===== src/rtl/fifo_pack_pkg.sv =====
// Shared defaults and derived widths for the FIFO read-side byte packer.
// Also carries the width helper used to size counters from their maximum value.
package fifo_pack_pkg;

   localparam int DEF_DATA_WIDTH = 8;
   localparam int DEF_PACK       = 4;
   localparam int DEF_TIMEOUT    = 16;

   // Bits needed to hold every value in 0..max_val.
   function automatic int width_for(input int max_val);
      return (max_val < 1) ? 1 : $clog2(max_val + 1);
   endfunction

   localparam int WORD_WIDTH = DEF_DATA_WIDTH * DEF_PACK;
   localparam int CNT_WIDTH  = width_for(DEF_PACK);
   localparam int TMR_WIDTH  = width_for(DEF_TIMEOUT);

endpackage


===== src/rtl/idle_timer.sv =====
// Saturating idle counter: counts enabled cycles up to TIMEOUT and flags expiry.
// expired is raised in the cycle the count reaches TIMEOUT, and stays up while saturated.
module idle_timer
   import fifo_pack_pkg::*;
#(
   parameter int TIMEOUT = DEF_TIMEOUT
) (
   input  logic read_clk,
   input  logic write_rst,
   input  logic en,
   input  logic clr,
   output logic expired
);

   localparam int TMR_W = width_for(TIMEOUT);
   localparam logic [TMR_W-1:0] TC    = TMR_W'(TIMEOUT);
   localparam logic [TMR_W-1:0] TC_M1 = TMR_W'(TIMEOUT - 1);

   logic [TMR_W-1:0] cnt;

   always_ff @(posedge read_clk or posedge write_rst) begin
      if (write_rst) begin
         cnt <= '0;
      end else if (clr) begin
         cnt <= '0;
      end else if (en && (cnt != TC)) begin
         cnt <= cnt + 1'b1;
      end
   end

   // Independent of clr so the packer can use expiry to decide whether to clear.
   assign expired = (cnt == TC) || (en && (cnt == TC_M1));

endmodule


===== src/rtl/fifo_read_packer.sv =====
// Pops bytes from the async FIFO read port and packs them little-endian into wide words,
// emitting zero-padded partial words on idle timeout or flush.
module fifo_read_packer
   import fifo_pack_pkg::*;
#(
   parameter int DATA_WIDTH = DEF_DATA_WIDTH,
   parameter int PACK       = DEF_PACK,
   parameter int TIMEOUT    = DEF_TIMEOUT
) (
   input  logic                          read_clk,
   input  logic                          write_rst,
   input  logic                          fifo_empty,
   input  logic [DATA_WIDTH-1:0]         fifo_rdata,
   output logic                          fifo_rd_en,
   input  logic                          flush,
   output logic [DATA_WIDTH*PACK-1:0]    m_data,
   output logic [width_for(PACK)-1:0]    m_bytes,
   output logic                          m_valid,
   input  logic                          m_ready
);

   localparam int W_WORD = DATA_WIDTH * PACK;
   localparam int W_CNT  = width_for(PACK);
   localparam logic [W_CNT-1:0] CNT_FULL = W_CNT'(PACK);
   localparam logic [W_CNT-1:0] CNT_LAST = W_CNT'(PACK - 1);

   logic [DATA_WIDTH-1:0] acc [PACK];
   logic [W_CNT-1:0]      count;
   logic                  pending;
   logic                  flush_req;

   logic              acc_full;
   logic              out_free;
   logic              load_full;
   logic              pop_ok;
   logic              partial_go;
   logic              timer_en;
   logic              timer_clr;
   logic              timed_out;
   logic [W_WORD-1:0] acc_word;

   assign acc_full  = (count == CNT_FULL);
   assign out_free  = !m_valid || m_ready;
   assign load_full = acc_full && out_free;

   // A full word draining this cycle frees slot 0, so a pop may overlap the load.
   // pop_ok excludes partial-emit suppression so the timer never depends on its own expiry.
   assign pop_ok = !fifo_empty &&
                   (load_full || (!acc_full && !(pending && (count == CNT_LAST))));

   assign partial_go = (timed_out || flush_req) && !pending && (count != '0) &&
                       out_free && !load_full;

   assign fifo_rd_en = pop_ok && !partial_go && !write_rst;

   assign timer_en  = (count != '0) && !pending && !pop_ok;
   assign timer_clr = fifo_rd_en || (count == '0) || partial_go;

   idle_timer #(
      .TIMEOUT (TIMEOUT)
   ) u_idle_timer (
      .read_clk  (read_clk),
      .write_rst (write_rst),
      .en        (timer_en),
      .clr       (timer_clr),
      .expired   (timed_out)
   );

   // Slots at or above count read as zero, giving the padded partial word for free.
   always_comb begin
      acc_word = '0;
      for (int i = 0; i < PACK; i++) begin
         if (W_CNT'(i) < count) begin
            acc_word[i*DATA_WIDTH +: DATA_WIDTH] = acc[i];
         end
      end
   end

   always_ff @(posedge read_clk or posedge write_rst) begin
      if (write_rst) begin
         count     <= '0;
         pending   <= 1'b0;
         flush_req <= 1'b0;
         for (int i = 0; i < PACK; i++) begin
            acc[i] <= '0;
         end
      end else begin
         pending <= fifo_rd_en;

         if (load_full || partial_go) begin
            count <= '0;
         end else if (pending) begin
            count <= count + 1'b1;
         end

         for (int i = 0; i < PACK; i++) begin
            if (pending && (count == W_CNT'(i))) begin
               acc[i] <= fifo_rdata;
            end
         end

         if (flush) begin
            flush_req <= 1'b1;
         end else if (partial_go || (flush_req && (count == '0) && !pending)) begin
            flush_req <= 1'b0;
         end
      end
   end

   always_ff @(posedge read_clk or posedge write_rst) begin
      if (write_rst) begin
         m_data  <= '0;
         m_bytes <= '0;
         m_valid <= 1'b0;
      end else if (load_full || partial_go) begin
         m_data  <= acc_word;
         m_bytes <= count;
         m_valid <= 1'b1;
      end else if (m_ready) begin
         m_valid <= 1'b0;
      end
   end

endmodule


===== config.mk =====
export PLATFORM = sky130hd
export DESIGN_NAME = fifo_read_packer
export DESIGN_NICKNAME = d
export VERILOG_FILES = /design/src/rtl/fifo_pack_pkg.sv /design/src/rtl/idle_timer.sv /design/src/rtl/fifo_read_packer.sv
export SDC_FILE = /design/constraint.sdc
export NUM_CORES = 1
export LEC_CHECK = 0
export CAP_MARGIN = 0
export CORE_ASPECT_RATIO = 0.5
export CORE_MARGIN = 5
export CORE_UTILIZATION = 58
export CTS_CLUSTER_DIAMETER = 60
export DETAILED_ROUTE_END_ITERATION = 7
export PLACE_DENSITY = 0.85
export SYNTH_ARGS = -nofsm -noshare
export SYNTH_HDL_FRONTEND = slang
export SYNTH_SLANG_ARGS = --single-unit

===== constraint.sdc =====
create_clock -name read_clk -period 6.25 [get_ports read_clk]
set_clock_uncertainty 0.05 [all_clocks]
set_input_delay 1.875 -clock read_clk [delete_from_list [all_inputs] [get_ports read_clk]]
set_output_delay 1.875 -clock read_clk [all_outputs]
set_load 0.03 [all_outputs]

**Word level (Yosys, flattened, before mapping)**

Cells that the tools add are included.

- Register bits after elaboration: 78
- Logic and storage cells: 78

- Magnitude comparators: 4
- Multiplexer cells: 12
- Eq/ne operators: 7
- Add/subtract/negate cells: 2
- Reduce and logical (&&, ||, !) cells: 42

Operators with widths:

| kind | count |
|---|---|
| $mux W8 | 4 |
| $logic_and A1 B1 Y1 | 19 |
| $mux W5 | 2 |
| $logic_not A1 Y1 | 9 |
| $logic_or A1 B1 Y1 | 8 |
| $reduce_bool A2 Y1 | 4 |
| $eq A3 B2 Y1 const B | 2 |
| $lt A1 B3 Y1 const A | 2 |
| $lt A2 B3 Y1 const A | 2 |
| $mux W3 | 2 |
| $add A5 B1 Y5 const B | 1 |
| $eq A5 B4 Y1 const B | 1 |
| $eq A5 B5 Y1 const B | 1 |
| $ne A5 B5 Y1 const B | 1 |
| $mux W1 | 4 |
| $add A3 B1 Y3 const B | 1 |
| $eq A3 B1 Y1 const B | 1 |
| $eq A3 B3 Y1 const B | 1 |
| $logic_not A3 Y1 | 1 |
| $reduce_bool A3 Y1 | 1 |

**Logic depth before layout (Yosys ltp)**

Gate-level depths: netlist (run 1).

- Depth after elaboration: 21
- Gate-level depth with buffers: 8
- Mapped depth without buffers: 7

**By module**

A second synthesis (run 1) with hierarchy kept.

- Cells, all modules: 231
- Area total of the unflattened synthesis: 3205.6 um^2

Modules (own cells, without submodules):

| module | instances | sequential area each (um^2) | area each (um^2) | cells an instance |
|---|---|---|---|---|
| fifo_read_packer | 1 | 1826.8 | 2886.5 | 200 |
| idle_timer | 1 | 125.1 | 319.1 | 31 |

**Worst setup path before layout (run 1)**

OpenSTA, ideal clock, no wires.

- Kind: input to output
- Start point: in fifo_empty
- End point: out fifo_rd_en
- Arrival: 3.923 ns
- Stages on the path: 3
- Setup slack: 0.402 ns
- Cells stage by stage: a21oi_1 -> a211oi_4 -> a2111oi_0

- Longest elaborated chain between the ends: 14

Ends and longest elaborated chain:

| what | RTL line | RTL |
|---|---|---|
| start, declared | fifo_read_packer.sv:12 | `input logic fifo_empty,` |
| $logic_not A1 Y1 * | fifo_read_packer.sv:48 | `assign pop_ok = !fifo_empty &&` |
| $logic_and A1 B1 Y1 * | fifo_read_packer.sv:48 |  |
| $logic_not A1 Y1 | fifo_read_packer.sv:56 | `assign timer_en = (count != '0) && !pending && !pop_ok;` |
| $logic_and A1 B1 Y1 | fifo_read_packer.sv:56 |  |
| $logic_and A1 B1 Y1 | idle_timer.sv:32 | `assign expired = (cnt == TC) \|\| (en && (cnt == TC_M1));` |
| $logic_or A1 B1 Y1 | idle_timer.sv:32 |  |
| $logic_or A1 B1 Y1 | fifo_read_packer.sv:51 | `assign partial_go = (timed_out \|\| flush_req) && !pending && (count != '0) &&` |
| $logic_and A1 B1 Y1 (3 in a row) | fifo_read_packer.sv:51 |  |
| $logic_and A1 B1 Y1 | fifo_read_packer.sv:52 | `out_free && !load_full;` |
| $logic_not A1 Y1 | fifo_read_packer.sv:54 | `assign fifo_rd_en = pop_ok && !partial_go && !write_rst;` |
| $logic_and A1 B1 Y1 * (2 in a row) | fifo_read_packer.sv:54 |  |
| end, declared | fifo_read_packer.sv:14 | `output logic fifo_rd_en,` |

Mark *: on every way between the ends. The rest lies on a longest branch, timed or not.

**Worst setup path after layout (run 1)**

Same ends and word-level chain as after synthesis.

==> key figures, run 1 <==
Clock tree
  • Clock sinks: 78
  • CTS Buf Count: 9
  • Clock buffer depth: 2
  • Hold_buf cts: 0
  • Worst-Skew Late Latency: 0.33 ns
  • Clock transition at the registers of the reported paths: 0.05 ns
  • Postcts setup bufs: 0
  • Level count of the clock H-tree: 3
  • Post_cts resized: 0
  • Root buffer cell: clkbuf_16
  • CTS tree: built

Floorplanning
  • Die Height: 64.1 um
  • Die footprint: 7580 sq um
  • Starting Density: 60.8%
  • IO Pins: 50
  • Overall die width: 118 um
  • Core Region: 5590 sq um
  • FP Rows: 19

Worst setup path
  • RR Startpoint: u_idle_timer.cnt[0]$_DFFE_PP0P_
  • Worst Reg2Reg Path Length in Cells: 8
  • Worst R2R End: m_data[15]$_DFFE_PP0P_
  • CP max FO: 7
  • CP Capture Type: output pin
  • R2R Setup Slk: 3.28 ns
  • CP Launch Type: input port
  • Critical path arrival: 3.69 ns
  • Critical path capture point: fifo_rd_en
  • CP Class: input port to output pin
  • CP startpoint: fifo_empty
  • Worst EP required: 4.32 ns

Routing
  • DRC Markers: 0
  • Drt first pass iters: 5
  • DRC violation total after the first TritonRoute iteration: 213
  • Antenna Violating Nets Remaining: 0
  • Drt wl/cell: 19.4 um
  • Vias: 2329
  • Post-Route WL: 7.56 mm
  • Vias per cell: 5.99

Finish
  • Commonest cells after routing, fill and taps aside: dfrtp_1, clkdlybuf4s50_1, mux2_2, nand3_1, o2bb2ai_1
  • Antenna diodes: 0
  • Area of the multi-input gates: 1340 sq um
  • Layout cells sized above 1: 21.5%
  • Finished Layout Cells: 389
  • Final Util: 75.8%
  • Layout area overhead: 24.8%
  • Most common cell after layout, fill and taps aside: dfrtp_1
  • Final nets: 330
  • Register Area: 1950 sq um
  • Layout fillers: 362

Global route
  • Global-route usage over all layers: 21.7%
  • Pin count of the biggest net entering global routing: 79
  • Vias in the first global route: 2575
  • Initial antenna violation count: 0
  • Grt ovf: 0
  • First-pass GRT wire length: 13.0 mm

STA
  • Number of failing hold endpoints at the final stage: 0
  • Hold WS: 0.436 ns
  • Fmax achieved: 178 MHz
  • Post-route setup TNS: 0 ns
  • Final Setup Violations: 0
  • Measured slew at the worst slew-check pin: 1.30 ns
  • Tmin final: 5.62 ns
  • RSZ-0062 raised after global routing: false
  • Max Slew Vio Count: 0
  • Final Cycle Share: 89.9%
  • Slew Limit Headroom: 13.4%

Yosys
  • Sequential fraction of the synthesis area: 57.5%
  • Largest cells by area after synthesis: dfrtp_1, mux2_2, o2bb2ai_1
  • Seq cells post-synth: 78
  • Syn avg cell area: 13.1 sq um
  • Synth unique cells: 41
  • Ys Warns: 0
  • Share of the synthesized area in the top cell type: 57.5%
  • Syn Nets: 279
  • Synth Instances: 260
  • Synth area leader: dfrtp_1
  • Mapped Area: 3390 sq um

Run
  • Number of max-cap violations: 0

Power and ir drop
  • Pwr dens: 546 nW/um^2
  • Peak VDD IR: 371 uV
  • Pleak: 1.77 nW

Placed design
  • Post-DP HPWL: 4.97 mm
  • Placed cell count: 373
  • Port Buffers: 49
  • Final GP Congestion: 0.789

Status
  • Status: finished clean

Worst hold path
  • Hold crit path type: flop to flop
  • Hold path cells: 1
==> report_power, final <==
group / internal [mW] / leakage [nW] / switching [mW]
logic: 0.403 / 0.632 / 0.541
registers: 0.709 / 0.997 / 0.144
clock network: 0.312 / 0.139 / 0.204
==> cells in the mapped netlist <==
cell,count
dfrtp_1,78
mux2_2,34
nand3_1,34
o2bb2ai_1,33
nand2_1,9
nor2_1,9
inv_1,8
buf_2,7
ha_1,6
xnor2_1,4
clkbuf_1,3
a21oi_1,2
mux2i_1,2
nor2_2,2
nor2b_1,2
o21ai_0,2
a2111oi_0,1
a2111oi_1,1
a2111oi_2,1
a211oi_1,1
a211oi_4,1
a21bo_2,1
a21o_1,1
a221o_1,1
a311oi_2,1
a31o_2,1
and2_1,1
and3_1,1
buf_1,1
buf_4,1
buf_6,1
nand2b_1,1
nand3b_2,1
nand4b_1,1
nand4b_4,1
nand4bb_4,1
nor4b_4,1
nor4bb_1,1
o21a_2,1
o21ai_1,1
o21ai_2,1
==> cell families (layout without fill, tap and decap cells) <==
family,Yosys count,after routing,synth area share (%)
buffers and inverters,21,77,2.91
multiplexers,36,36,11.9
AO/OA/AOI/OAI,50,50,13.1
flip-flops,78,78,57.5
XOR/XNOR,4,4,1.03
adder cells (fa/ha/maj),6,6,2.21
AND/OR/NAND/NOR,65,65,11.4
==> worst max-delay path, stage by stage <==
cell             delay [ns]
clkdlybuf4s50_1        0.49
a21oi_1                0.30
a211oi_4               0.14
a2111oi_0              0.62
buf_4                  0.27
==> final cells by class <==
class / instances / share of cell area (%)
Inverter: 8 / 0.709
Timing Repair Buffer: 53 / 12.2
Clock inverter: 6 / 1.68
Clock buffer: 10 / 5.41
Multi-Input combinational cell: 161 / 31.7
Sequential cell: 78 / 46.1
Tap cell: 73 / 2.16
==> state kept, by name (all words and copies together) (netlist names) <==
name,flops
acc,32
m_data,32
u_idle_timer.cnt,5
count,3
m_bytes,3
flush_req,1
m_valid,1
pending,1
==> stage by stage <==
step | setup slack (ns) | cell area (sq um) | total power [mW]
after floorplan | 0.402 | 3390 | 1.48
after global placement | 0.797 | 3940 | 1.75
after detailed placement | 0.636 | 3940 | 1.79
after CTS | 0.634 | 4240 | 2.33
after global routing | 0.439 | 4240 | 2.44
final | 0.631 | 4240 | 2.31
==> worst min path at each step <==
stage	startpoint	end
detailed placement	m_data[18]$_DFFE_PP0P_	m_data[18]$_DFFE_PP0P_
global placement	m_data[9]$_DFFE_PP0P_	m_data[9]$_DFFE_PP0P_
global route	m_data[13]$_DFFE_PP0P_	m_data[13]$_DFFE_PP0P_
floorplan	flush_req$_DFFE_PP0P_	flush_req$_DFFE_PP0P_
CTS	m_data[4]$_DFFE_PP0P_	m_data[4]$_DFFE_PP0P_
finish	m_data[5]$_DFFE_PP0P_	m_data[5]$_DFFE_PP0P_
==> routing by layer <==
metal  part of all wire, %  global-route usage, %  routed length, um
met5                     0                      0                  0
met2                    51                   37.8               3860
met3                   5.0                   5.37                379
met4                   1.5                   8.15                114
met1                    42                   26.5               3210
No activity file was read; power rests on OpenSTA's default activity.
==> run 2, diff against run 1 <==
- CORE_MARGIN: 5 -> unset
==> run 2 against run 1 <==
- non-clock buffer count unchanged
- sequential cell count did not move
- via count rose by 2.5%
- setup slack worse by 0.045 ns
- critical endpoint unchanged
- design area increased by 1.3%
- sequential share of layout area decreased by 0.59 points
- first-iteration DRC count shrank 14%
- combinational power is 2.1% higher
- clock power increased by 21%
==> key figures, run 2 (same netlist as run 1, synthesis figures left out) <==
Clock tree
  • Level count of the clock H-tree: 3 (unchanged)
  • Clock sinks: 78 (unchanged)
  • Post_cts resized: 0 (unchanged)
  • Root buffer cell: clkbuf_16
  • CTS Buf Count: 9 (unchanged)
  • Postcts setup bufs: 0 (unchanged)
  • Clock transition at the registers of the reported paths: 0.07 ns (+0.02 ns)
  • Hold_buf cts: 0 (unchanged)
  • CTS tree: built
  • Clock buffer depth: 2 (unchanged)
  • Worst-Skew Late Latency: 0.34 ns (about the same)

STA
  • Slew Limit Headroom: 35.1% (+22 points)
  • Final Setup Violations: 0 (unchanged)
  • Final Cycle Share: 90.6% (+0.73 points)
  • Tmin final: 5.66 ns (+0.0455 ns)
  • Post-route setup TNS: 0 ns (unchanged)
  • Max Slew Vio Count: 0 (unchanged)
  • RSZ-0062 raised after global routing: false
  • Fmax achieved: 177 MHz (-0.80%)
  • Final WS setup: 0.585 ns (-0.0455 ns)
  • Measured slew at the worst slew-check pin: 0.974 ns (-0.324 ns)
  • Number of failing hold endpoints at the final stage: 0 (unchanged)

Placed design
  • Final GP Congestion: 0.788 (-0.16%)
  • Dpl ws: 0.645 ns (+0.00953 ns)
  • Post-DP HPWL: 4.98 mm (+0.17%)
  • Port Buffers: 49 (unchanged)
  • Placed cell count: 373 (unchanged)

Floorplanning
  • Die footprint: 6180 sq um (-18%)
  • IO Pins: 50 (unchanged)
  • Core Region: 5560 sq um (-0.43%)
  • Die Height: 56.1 um (-12%)
  • FP Rows: 19 (unchanged)
  • Overall die width: 110 um (-6.8%)
  • Starting Density: 61.0% (+0.26 points)

Power and ir drop
  • Pwr dens: 570 nW/um^2 (+4.3%)
  • Pleak: 1.80 nW (+1.9%)
  • Peak VDD IR: 291 uV (-22%)

Routing
  • Vias per cell: 6.14 (+2.5%)
  • Post-Route WL: 8.03 mm (+6.1%)
  • Drt wl/cell: 20.6 um (+6.1%)
  • DRC violation total after the first TritonRoute iteration: 184 (-14%)
  • Drt first pass iters: 4 (-1)
  • Vias: 2387 (+2.5%)
  • DRC Markers: 0 (unchanged)
  • Antenna Violating Nets Remaining: 0 (unchanged)

Worst hold path
  • Hold crit path type: flop to flop

Worst setup path
  • CP Class: input port to output pin
  • CP Launch Type: input port
  • CP Capture Type: output pin
  • Worst EP required: 4.32 ns (about the same)
  • CP max FO: 7 (unchanged)
  • Critical path arrival: 3.74 ns (+0.05 ns)

Finish
  • Commonest cells after routing, fill and taps aside: dfrtp_1, clkdlybuf4s50_1, mux2_2, nand3_1, o2bb2ai_1
  • Final nets: 330 (unchanged)
  • Layout cells sized above 1: 21.8% (+0.32 points)
  • Most common cell after layout, fill and taps aside: dfrtp_1
  • Layout area overhead: 26.4%
  • Antenna diodes: 0 (unchanged)
  • Layout fillers: 372 (+2.8%)
  • Finished Layout Cells: 389 (unchanged)
  • Biggest regs: acc x32, m_data x32, u_idle_timer.cnt x5

Global route
  • Global-route usage over all layers: 29.0% (+7.3 points)
  • Pin count of the biggest net entering global routing: 79 (unchanged)
  • Initial antenna violation count: 0 (unchanged)
  • First-pass GRT wire length: 12.9 mm (-0.64%)
  • Vias in the first global route: 2533 (-1.6%)
  • Grt ovf: 0 (unchanged)

Run
  • Number of max-cap violations: 0 (unchanged)

Status
  • Status: finished clean
==> run 2: changes by cell type in the layout (fill, tap and decap cells not counted) <==
cell,delta
clkinvlp_4,-2
clkbuf_8,+1
clkinv_4,-1
inv_6,+1
bufinv_16,+2
clkbuf_1,-1
==> run 2: power by group <==
part	switching [mW]	internal, mW	leakage (nW)
clock	0.221	0.405	0.174
combinational	0.560	0.404	0.632
sequential	0.146	0.708	0.997
total	0.927	1.52	1.80
==> run 2: worst paths after layout <==
path                                            startpoint                      to  slack [ns]  cells past startpoint
min in group asynchronous                        write_rst  m_bytes[2]$_DFFE_PP0P_        2.25                      3
max in group asynchronous                        write_rst  m_data[15]$_DFFE_PP0P_        3.28                      3
max reg2reg                u_idle_timer.cnt[0]$_DFFE_PP0P_   m_data[6]$_DFFE_PP0P_        3.55                      8
max                                             fifo_empty              fifo_rd_en        0.59                      5
min                                 m_data[24]$_DFFE_PP0P_  m_data[24]$_DFFE_PP0P_        0.44                      1
min reg2reg                         m_data[24]$_DFFE_PP0P_  m_data[24]$_DFFE_PP0P_        0.44                      1
==> run 2: final cells by class <==
cell class | count | area (sq um) | share of cell area [%]
Timing Repair Buffer | 53 | 518 | 12.1
Clock buffer | 10 | 239 | 5.57
Clock inverter | 6 | 116 | 2.71
Inverter | 8 | 30.0 | 0.700
Tap cell | 73 | 91.3 | 2.13
Multi-Input combinational cell | 161 | 1340 | 31.3
Sequential cell | 78 | 1950 | 45.5
==> run 2: critical path, stage by stage <==
cell	delay, ns
clkdlybuf4s50_1	0.49
a21oi_1	0.29
a211oi_4	0.15
a2111oi_0	0.66
buf_4	0.28
==> run 2: metal layers <==
layer	GRT usage, %	vias to the layer above	wire length [um]
met5	0	-	0
met4	9.77	0	109
met3	7.61	13	354
met2	47.1	73	4090
met1	38.1	1231	3470
li1	-	1070	-
==> run 2: metrics by stage <==
step / utilization, % / instance area (sq um) / hold WS [ns] / power [mW]
after global placement: 70.7 / 3940 / 0.423 / 1.74
after detailed placement: 70.7 / 3940 / 0.427 / 1.79
after global routing: 77.1 / 4290 / 0.455 / 2.55
after floorplan: - / 3390 / 0.400 / 1.48
final: 77.1 / 4290 / 0.438 / 2.44
after CTS: 77.1 / 4290 / 0.442 / 2.44
